$ cat src/rtl/addh_pipe_pkg.sv
// Shared constants and geometry helpers for the pipelined adder/accumulator.
package addh_pipe_pkg;

  localparam logic MODE_ADD = 1'b0;
  localparam logic MODE_ACC = 1'b1;

  function automatic int nstg(input int width, input int seg);
    return width / seg;
  endfunction

  // The pipeline needs an exact slice split and at least one intermediate stage.
  function automatic logic geometry_ok(input int width, input int seg);
    return (seg > 32'sd0) && ((width % seg) == 32'sd0) && ((width / seg) >= 32'sd2);
  endfunction

endpackage

$ cat src/rtl/addh_pipe_seg.sv
// Combinational SEG-bit ripple slice built from two half adders per bit.
module addh_pipe_seg
  import addh_pipe_pkg::*;
#(
  parameter int SEG = 4
) (
  input  logic [SEG-1:0] x,
  input  logic [SEG-1:0] y,
  input  logic           ci,
  output logic [SEG-1:0] s,
  output logic           co
);

  logic [SEG:0] c_s;

  // Ripple the carry through the slice, one half-adder pair per bit.
  always_comb begin
    c_s    = {(SEG + 1){1'b0}};
    s      = {SEG{1'b0}};
    c_s[0] = ci;
    for (int i = 0; i < SEG; i++) begin
      s[i]       = (x[i] ^ y[i]) ^ c_s[i];
      c_s[i + 1] = (x[i] & y[i]) | ((x[i] ^ y[i]) & c_s[i]);
    end
  end

  assign co = c_s[SEG];

endmodule

$ cat src/rtl/addh_pipe_accum.sv
// Pipelined WIDTH-bit adder with carry-in, one SEG-bit slice per stage,
// valid/ready handshake, global stall and an accumulate mode with hazard lock.
module addh_pipe_accum
  import addh_pipe_pkg::*;
#(
  parameter int WIDTH = 16,
  parameter int SEG   = 4
) (
  input  logic             CLK,
  input  logic             RST,
  input  logic             IN_VALID,
  output logic             IN_READY,
  input  logic [WIDTH-1:0] A,
  input  logic [WIDTH-1:0] B,
  input  logic             CI,
  input  logic             MODE,
  input  logic             CLR_ACC,
  output logic             OUT_VALID,
  input  logic             OUT_READY,
  output logic [WIDTH-1:0] S,
  output logic             CO,
  output logic [WIDTH-1:0] ACC
);

  localparam int NSTG = nstg(WIDTH, SEG);
  localparam int NMID = NSTG - 1;

  if (!geometry_ok(WIDTH, SEG)) begin : g_geom_check
    $error("addh_pipe_accum: WIDTH must be a multiple of SEG with at least two stages");
  end

  logic                       stall_s, accept_s, out_hs_s;
  logic                       acc_busy_r, out_mode_r;
  logic [WIDTH-1:0]           op_x_s, op_y_s;
  logic [NSTG-1:0][SEG-1:0]   sx_s, sy_s, ss_s;
  logic [NSTG-1:0]            sci_s, sco_s;
  logic [NSTG-1:0][WIDTH-1:0] nx_s;
  logic [NMID-1:0]            st_v_r, st_m_r, st_c_r;
  logic [NMID-1:0][WIDTH-1:0] st_x_r, st_y_r;
  logic                       unused_y_s;

  assign stall_s  = OUT_VALID && !OUT_READY;
  assign IN_READY = !RST && !stall_s && !acc_busy_r;
  assign accept_s = IN_VALID && IN_READY;
  assign out_hs_s = OUT_VALID && OUT_READY;

  // Resolved low bits of the last y copy are never needed again.
  assign unused_y_s = ^st_y_r[NMID-1][WIDTH-SEG-1:0];

  // Accumulate mode substitutes the accumulator for the first operand.
  always_comb begin
    op_x_s = A;
    op_y_s = B;
    case (MODE)
      MODE_ADD: begin
        op_x_s = A;
        op_y_s = B;
      end
      MODE_ACC: begin
        op_x_s = ACC;
        op_y_s = A;
      end
      default: begin
        op_x_s = A;
        op_y_s = B;
      end
    endcase
  end

  // nx_s[k]: the x word after slice k has replaced its bits with sum bits.
  for (genvar k = 0; k < NSTG; k++) begin : g_stage
    if (k == 0) begin : g_first
      assign sx_s[k]  = op_x_s[SEG-1:0];
      assign sy_s[k]  = op_y_s[SEG-1:0];
      assign sci_s[k] = CI;
      assign nx_s[k]  = {op_x_s[WIDTH-1:SEG], ss_s[k]};
    end else begin : g_rest
      assign sx_s[k]  = st_x_r[k-1][k*SEG +: SEG];
      assign sy_s[k]  = st_y_r[k-1][k*SEG +: SEG];
      assign sci_s[k] = st_c_r[k-1];
      if (k == NSTG - 1) begin : g_last
        assign nx_s[k] = {ss_s[k], st_x_r[k-1][k*SEG-1:0]};
      end else begin : g_mid
        assign nx_s[k] = {st_x_r[k-1][WIDTH-1:(k+1)*SEG], ss_s[k], st_x_r[k-1][k*SEG-1:0]};
      end
    end

    addh_pipe_seg #(.SEG(SEG)) u_seg (
      .x  (sx_s[k]),
      .y  (sy_s[k]),
      .ci (sci_s[k]),
      .s  (ss_s[k]),
      .co (sco_s[k])
    );
  end

  // Pipeline advance; everything holds while the output is back-pressured.
  always_ff @(posedge CLK) begin
    if (RST) begin
      st_v_r     <= {NMID{1'b0}};
      st_m_r     <= {NMID{1'b0}};
      st_c_r     <= {NMID{1'b0}};
      st_x_r     <= {(NMID * WIDTH){1'b0}};
      st_y_r     <= {(NMID * WIDTH){1'b0}};
      OUT_VALID  <= 1'b0;
      out_mode_r <= 1'b0;
      S          <= {WIDTH{1'b0}};
      CO         <= 1'b0;
    end else if (!stall_s) begin
      st_v_r[0] <= accept_s;
      st_m_r[0] <= MODE;
      st_c_r[0] <= sco_s[0];
      st_x_r[0] <= nx_s[0];
      st_y_r[0] <= op_y_s;
      for (int k = 1; k < NMID; k++) begin
        st_v_r[k] <= st_v_r[k-1];
        st_m_r[k] <= st_m_r[k-1];
        st_c_r[k] <= sco_s[k];
        st_x_r[k] <= nx_s[k];
        st_y_r[k] <= st_y_r[k-1];
      end
      OUT_VALID  <= st_v_r[NMID-1];
      out_mode_r <= st_m_r[NMID-1];
      S          <= nx_s[NSTG-1];
      CO         <= sco_s[NSTG-1];
    end
  end

  // Accumulator write-back and the single-outstanding-accumulate lock.
  always_ff @(posedge CLK) begin
    if (RST) begin
      acc_busy_r <= 1'b0;
      ACC        <= {WIDTH{1'b0}};
    end else begin
      if (accept_s && (MODE == MODE_ACC)) begin
        acc_busy_r <= 1'b1;
      end else if (out_hs_s && (out_mode_r == MODE_ACC)) begin
        acc_busy_r <= 1'b0;
      end
      if (CLR_ACC) begin
        ACC <= {WIDTH{1'b0}};
      end else if (out_hs_s && (out_mode_r == MODE_ACC)) begin
        ACC <= S;
      end
    end
  end

endmodule

$ cat config.mk
export PLATFORM = sky130hd
export DESIGN_NAME = addh_pipe_accum
export DESIGN_NICKNAME = d
export VERILOG_FILES = /design/src/rtl/addh_pipe_pkg.sv /design/src/rtl/addh_pipe_seg.sv /design/src/rtl/addh_pipe_accum.sv
export SDC_FILE = /design/constraint.sdc
export NUM_CORES = 1
export LEC_CHECK = 0
export CORE_UTILIZATION = 48
export CTS_BUF_LIST = sky130_fd_sc_hd__clkbuf_4 sky130_fd_sc_hd__clkbuf_8 sky130_fd_sc_hd__clkbuf_16
export DETAILED_ROUTE_END_ITERATION = 6
export PLACE_DENSITY = 0.75
export SYNTH_ARGS = -nofsm -noshare
export SYNTH_HDL_FRONTEND = slang
export SYNTH_SLANG_ARGS = --single-unit
$ cat constraint.sdc
create_clock -name CLK -period 3.06 [get_ports CLK]
set_clock_uncertainty 0.05 [all_clocks]
set_input_delay 0.612 -clock CLK [delete_from_list [all_inputs] [get_ports CLK]]
set_output_delay 0.612 -clock CLK [all_outputs]
set_load 0.01 [all_outputs]
==> Yosys cells after proc, flatten, opt, wreduce, memory -nomap -nowiden <==
Index checks and enable logic that the tools add are counted.
{ "op_classes": {"bitwise": 81, "n_mux": 4, "n_reduce_logical": 13} }
{ "op_table": {"columns": ["cell", "count"], "rows": [
  ["case mux 16 bit (2 select lines)", 2],
  ["bitwise AND 1 bit", 32],
  ["bitwise XOR 1 bit", 32],
  ["bitwise OR 1 bit", 16],
  ["logical AND 1 bit", 7],
  ["zero test 1 bit", 4],
  ["two-way mux 1 bit", 2],
  ["nonzero test 2 bit", 1],
  ["OR reduction 2 bit", 1],
  ["NOT 1 bit", 1]
]} }
{ "word_totals": {"inputBits": 39, "wordCells": 113, "reg_bits": 141} }

==> Depth between registers and ports, before layout <==
{ "depth": {"depth_word": 11, "mapped_depth": 10, "mapped_depth_nobuf": 8} }

==> Hierarchy <==
From an unflattened synthesis, not the netlist that was laid out.
{ "hier_totals": {"hier_cells": 580, "hier_area_um2": 4981.0} }
{ "modules_own_cells": {"columns": ["module", "instances", "cells_per_inst", "area_each_um2"], "rows": [
  ["addh_pipe_accum", 1, 524, 4510.6],
  ["addh_pipe_seg", 4, 14, 117.6]
]} }

==> Worst setup path before layout <==
Ideal clock, no wire load.
{ "synth_timing": {"path_kind": "input to register", "start": "input MODE", "end": "register st_x_r, in the netlist nx_s[19]", "setup_time_ns": 0.086, "stages": 10, "t_arrival_ns": 2.854, "path_slack_ns": 0.070, "required_time_ns": 2.924, "path_buffers": 2, "cell_sequence": "buf_2 buf_2 mux2i_1 fa_1 inv_1 fa_1 fa_1 inv_1 fa_1 a211oi_1"} }
{ "synth_between": {"elab_chain_cells": 10} }
{ "synth_rtl": {"columns": ["item", "line_no", "rtl"], "rows": [
  ["start: declaration", "addh_pipe_accum.sv:16", "input logic MODE,"],
  ["NOT 1 bit", "addh_pipe_accum.sv:54", "case (MODE)"],
  ["case mux 16 bit (2 select lines)", "addh_pipe_accum.sv:54", null],
  ["bitwise XOR 1 bit", "addh_pipe_seg.sv:23", "c_s[i + 1] = (x[i] & y[i]) | ((x[i] ^ y[i]) & c_s[i]);"],
  ["bitwise AND 1 bit", "addh_pipe_seg.sv:23", null],
  ["bitwise OR 1 bit", "addh_pipe_seg.sv:23", null],
  ["bitwise AND 1 bit", "addh_pipe_seg.sv:23", null],
  ["bitwise OR 1 bit", "addh_pipe_seg.sv:23", null],
  ["bitwise AND 1 bit", "addh_pipe_seg.sv:23", null],
  ["bitwise OR 1 bit", "addh_pipe_seg.sv:23", null],
  ["bitwise XOR 1 bit (*)", "addh_pipe_seg.sv:22", "s[i] = (x[i] ^ y[i]) ^ c_s[i];"],
  ["end signal: assignment", "addh_pipe_accum.sv:103", "st_x_r <= {(NMID * WIDTH){1'b0}};"],
  ["end signal: indexed assignment", "addh_pipe_accum.sv:119", "st_x_r[k] <= nx_s[k];"],
  ["end: declaration", "addh_pipe_accum.sv:39", "logic [NMID-1:0][WIDTH-1:0] st_x_r, st_y_r;"]
]} }
Every way passes the cells marked *; elsewhere a longest branch is shown, timed or not.
A chain may end at the register's enable or synchronous reset.

==> Worst setup path after layout <==
{ "layout_timing": {"start": "input OUT_READY", "end": "output IN_READY"} }
{ "layout_between": {"elab_chain_cells": 5} }
{ "layout_rtl": {"columns": ["item", "line_no", "rtl"], "rows": [
  ["start: declaration", "addh_pipe_accum.sv:19", "input logic OUT_READY,"],
  ["zero test 1 bit", "addh_pipe_accum.sv:42", "assign stall_s = OUT_VALID && !OUT_READY;"],
  ["logical AND 1 bit", "addh_pipe_accum.sv:42", null],
  ["zero test 1 bit", null, null],
  ["logical AND 1 bit (2 in a row)", "addh_pipe_accum.sv:43", "assign IN_READY = !RST && !stall_s && !acc_busy_r;"],
  ["end: declaration", "addh_pipe_accum.sv:12", "output logic IN_READY,"]
]} }
No other way between the ends.

==> results.json <==
{
  "first_iter_violations": 244,
  "max_slew.worst_pin.slew_ns": 1.04,
  "io_buffers": 73,
  "crit_required_ns": 2.40,
  "syn_area_um2": 4720,
  "drt_pass1_iterations": 4,
  "synth_top_area_share_pct": 49.6,
  "rows": 35,
  "grt_pass1_vias": 3676,
  "peakVddDrop_uv": 398,
  "grt_setup_unrepaired": "false",
  "drtAntennaViolNets": 0,
  "post_cts_resized": 0,
  "yosys-top-cells-area": "dfxtp_1, nand2_1, a21oi_1",
  "synth_cells": 561,
  "vias": 3877,
  "critPathKind": "in -> out",
  "worst_path_max_delay_cell": "clkdlybuf4s50_1",
  "async_reset_ff_share_pct": 0,
  "drive_gt1_share_pct": 7.31,
  "die_area_um2": 10200,
  "grt_pass1_wl_um": 17800,
  "path_cells": "clkdlybuf4s50_1, nor2b_4, nor3_1, clkdlybuf4s50_1",
  "fin_setup_tns_ns": 0,
  "crit_top_cell": "clkdlybuf4s50_1",
  "coreArea_um2": 9370,
  "status": "finished, final reports clean",
  "grt_max_degree": 102,
  "start_util_pct": 50.4,
  "grt_overflow": 0,
  "worstSkewPairLatency_ns": 0.50,
  "syn_nets": 616,
  "crit_fanout": 4,
  "antenna_found_initial": 0,
  "synthFlopType": "dfxtp_1",
  "syn_avg_cell_area_um2": 8.42,
  "slowest_delay_ns": 0.57,
  "yosysWarnings": 0,
  "fmax_mhz": 385,
  "worstPathArrival_ns": 1.94,
  "nets": 672,
  "wl_per_cell_um": 14.6,
  "synth_cell_types": 22,
  "cp_num_buf_inv": 2,
  "cts.path.max_buffers": 2,
  "hold_violations": 0,
  "path_clk_slew_ns": 0.05,
  "fin_crit_sh_pct": 84.9,
  "cts_setup_buffers": 0,
  "finalWirelength_um": 11100,
  "dieHeight_um": 101,
  "whs_ns": 0.400,
  "setup_viol": 0,
  "tritoncts": "done",
  "final_max_slew_viol_count": 0,
  "cts_buffers": 17,
  "power_leakage_nw": 2.28,
  "startpoint_type": "input pin",
  "area_growth_pct": 28.7,
  "ys_seq_area_share_pct": 49.6,
  "hold_buffers": 0,
  "grt_usage_pct": 22.9,
  "maxCapViolCount": 0,
  "pre_cts_slack_ns": 0.0170,
  "vias_per_cell": 5.11,
  "ys_seq_elements": 117,
  "period_minus_slack_ns": 2.60,
  "h-tree-depth": 4,
  "power.density_nw_per_um2": 635,
  "worst_slack_ns": 0.462,
  "synth.top_cells.by_count": "nand2_1, dfxtp_1, a21oi_1, nor2_1, a211oi_1",
  "synth_top_cell_by_area": "dfxtp_1",
  "path_delay_family": "buffers and inverters",
  "yosys.cell_count.top_type": "nand2_1",
  "synth_edf_count": 0,
  "crit_path_end_kind": "output port",
  "power_mw": 3.86,
  "dp.final_hpwl_um": 6860,
  "slew_headroom_pct": 30.8,
  "hp-class": "reg -> reg",
  "place_congestion": 0.800,
  "io_pins": 74,
  "cts.sinks": 117,
  "die_w_um": 101,
  "clockRootBuffer": "clkbuf_8",
  "drc": 0
}
state kept, by name, summed over array words and instances, names as in the netlist, 3 cells and up:
| register | flops |
|---|---|
| st_m_r | 3 |
| ACC | 16 |
| st_y_r | 24 |
| nx_s | 36 |
| st_x_r | 12 |
| S | 16 |
| st_v_r | 3 |
| st_c_r | 3 |
path summary, 6_finish.rpt:
check / cells after the start / end / slack, ns / startpoint
worst min-delay path: 2 / nx_s[33] / 0.40 / nx_s[33]
worst min register to register: 2 / nx_s[33] / 0.40 / nx_s[33]
worst max register to register: 8 / S[15] / 0.66 / st_c_r[2]
worst max-delay path: 4 / IN_READY / 0.46 / OUT_READY
final cells by class:
cell class,count,area [um2]
Tap cell,129,161
Clock inverter,12,155
Sequential cell,117,2340
Fill cell,782,3290
Antenna cell,1,2.50
Clock buffer,19,442
Multi-Input combinational cell,376,2100
Timing Repair Buffer,80,786
Inverter,25,93.8
power by group:
group          leakage (nW)  internal [mW]  switching [mW]
registers             0.956           1.59          0.0408
clock network         0.278           1.28           0.690
logic                  1.04          0.128           0.129
worst reg2reg max path, stage by stage (launching register included):
cell and delay [ns]:
dfxtp_1 0.31, inv_1 0.08, fa_1 0.17, inv_1 0.06, fa_1 0.45, fa_1 0.43, inv_1 0.12, fa_1 0.41
a211oi_1 0.22
per-layer routing:
layer	vias to the layer above	wire, um	share of wire [%]	track usage (%)
li1	1951	-	-	-
met1	1831	5150	46	30.9
met2	86	5320	48	35.6
met3	9	519	4.7	6.21
met4	0	85	0.77	7.58
met5	-	0	0	0
cells by family (layout without fill, tap and decap cells):
family | after synthesis | count (layout) | synth area share, %
AND/OR/NAND/NOR | 212 | 212 | 17.3
other | 0 | 1 | 0
AO/OA/AOI/OAI | 128 | 128 | 15.6
adder cells (fa/ha/maj) | 16 | 16 | 6.78
flip-flops | 117 | 117 | 49.6
multiplexers | 20 | 20 | 4.34
buffers and inverters | 68 | 136 | 6.38
layout by cell type, fill, tap and decap left out:
| cell type | count |
|---|---|
| nand3b_1 | 1 |
| dfxtp_1 | 117 |
| bufinv_16 | 3 |
| clkinvlp_4 | 5 |
| buf_2 | 2 |
| and3_1 | 1 |
| buf_12 | 1 |
| clkdlybuf4s50_1 | 71 |
| a221oi_1 | 4 |
| inv_1 | 25 |
| a211oi_1 | 32 |
| clkbuf_8 | 3 |
| mux2i_1 | 16 |
| clkinv_2 | 2 |
| nand4b_1 | 1 |
| buf_4 | 6 |
| nor3_1 | 1 |
| nand2_1 | 169 |
| nand2b_1 | 1 |
| mux2_2 | 4 |
| diode_2 | 1 |
| a21oi_1 | 92 |
| or2_1 | 1 |
| nor2b_4 | 1 |
| fa_1 | 16 |
| nand3_1 | 1 |
| clkbuf_16 | 16 |
| clkinv_4 | 2 |
| nand2b_4 | 1 |
| nor2_1 | 34 |
metrics by stage:
stage                     instance area (um2)  util [%]  cells
after floorplan                          4720         -    561
after detailed placement                 5480      58.5    727
final                                    6080      64.9    759
after global routing                     6080      64.8    758
after CTS                                6080      64.8    758
after global placement                   5480      58.5    727
(Power assumes the default switching activity.)
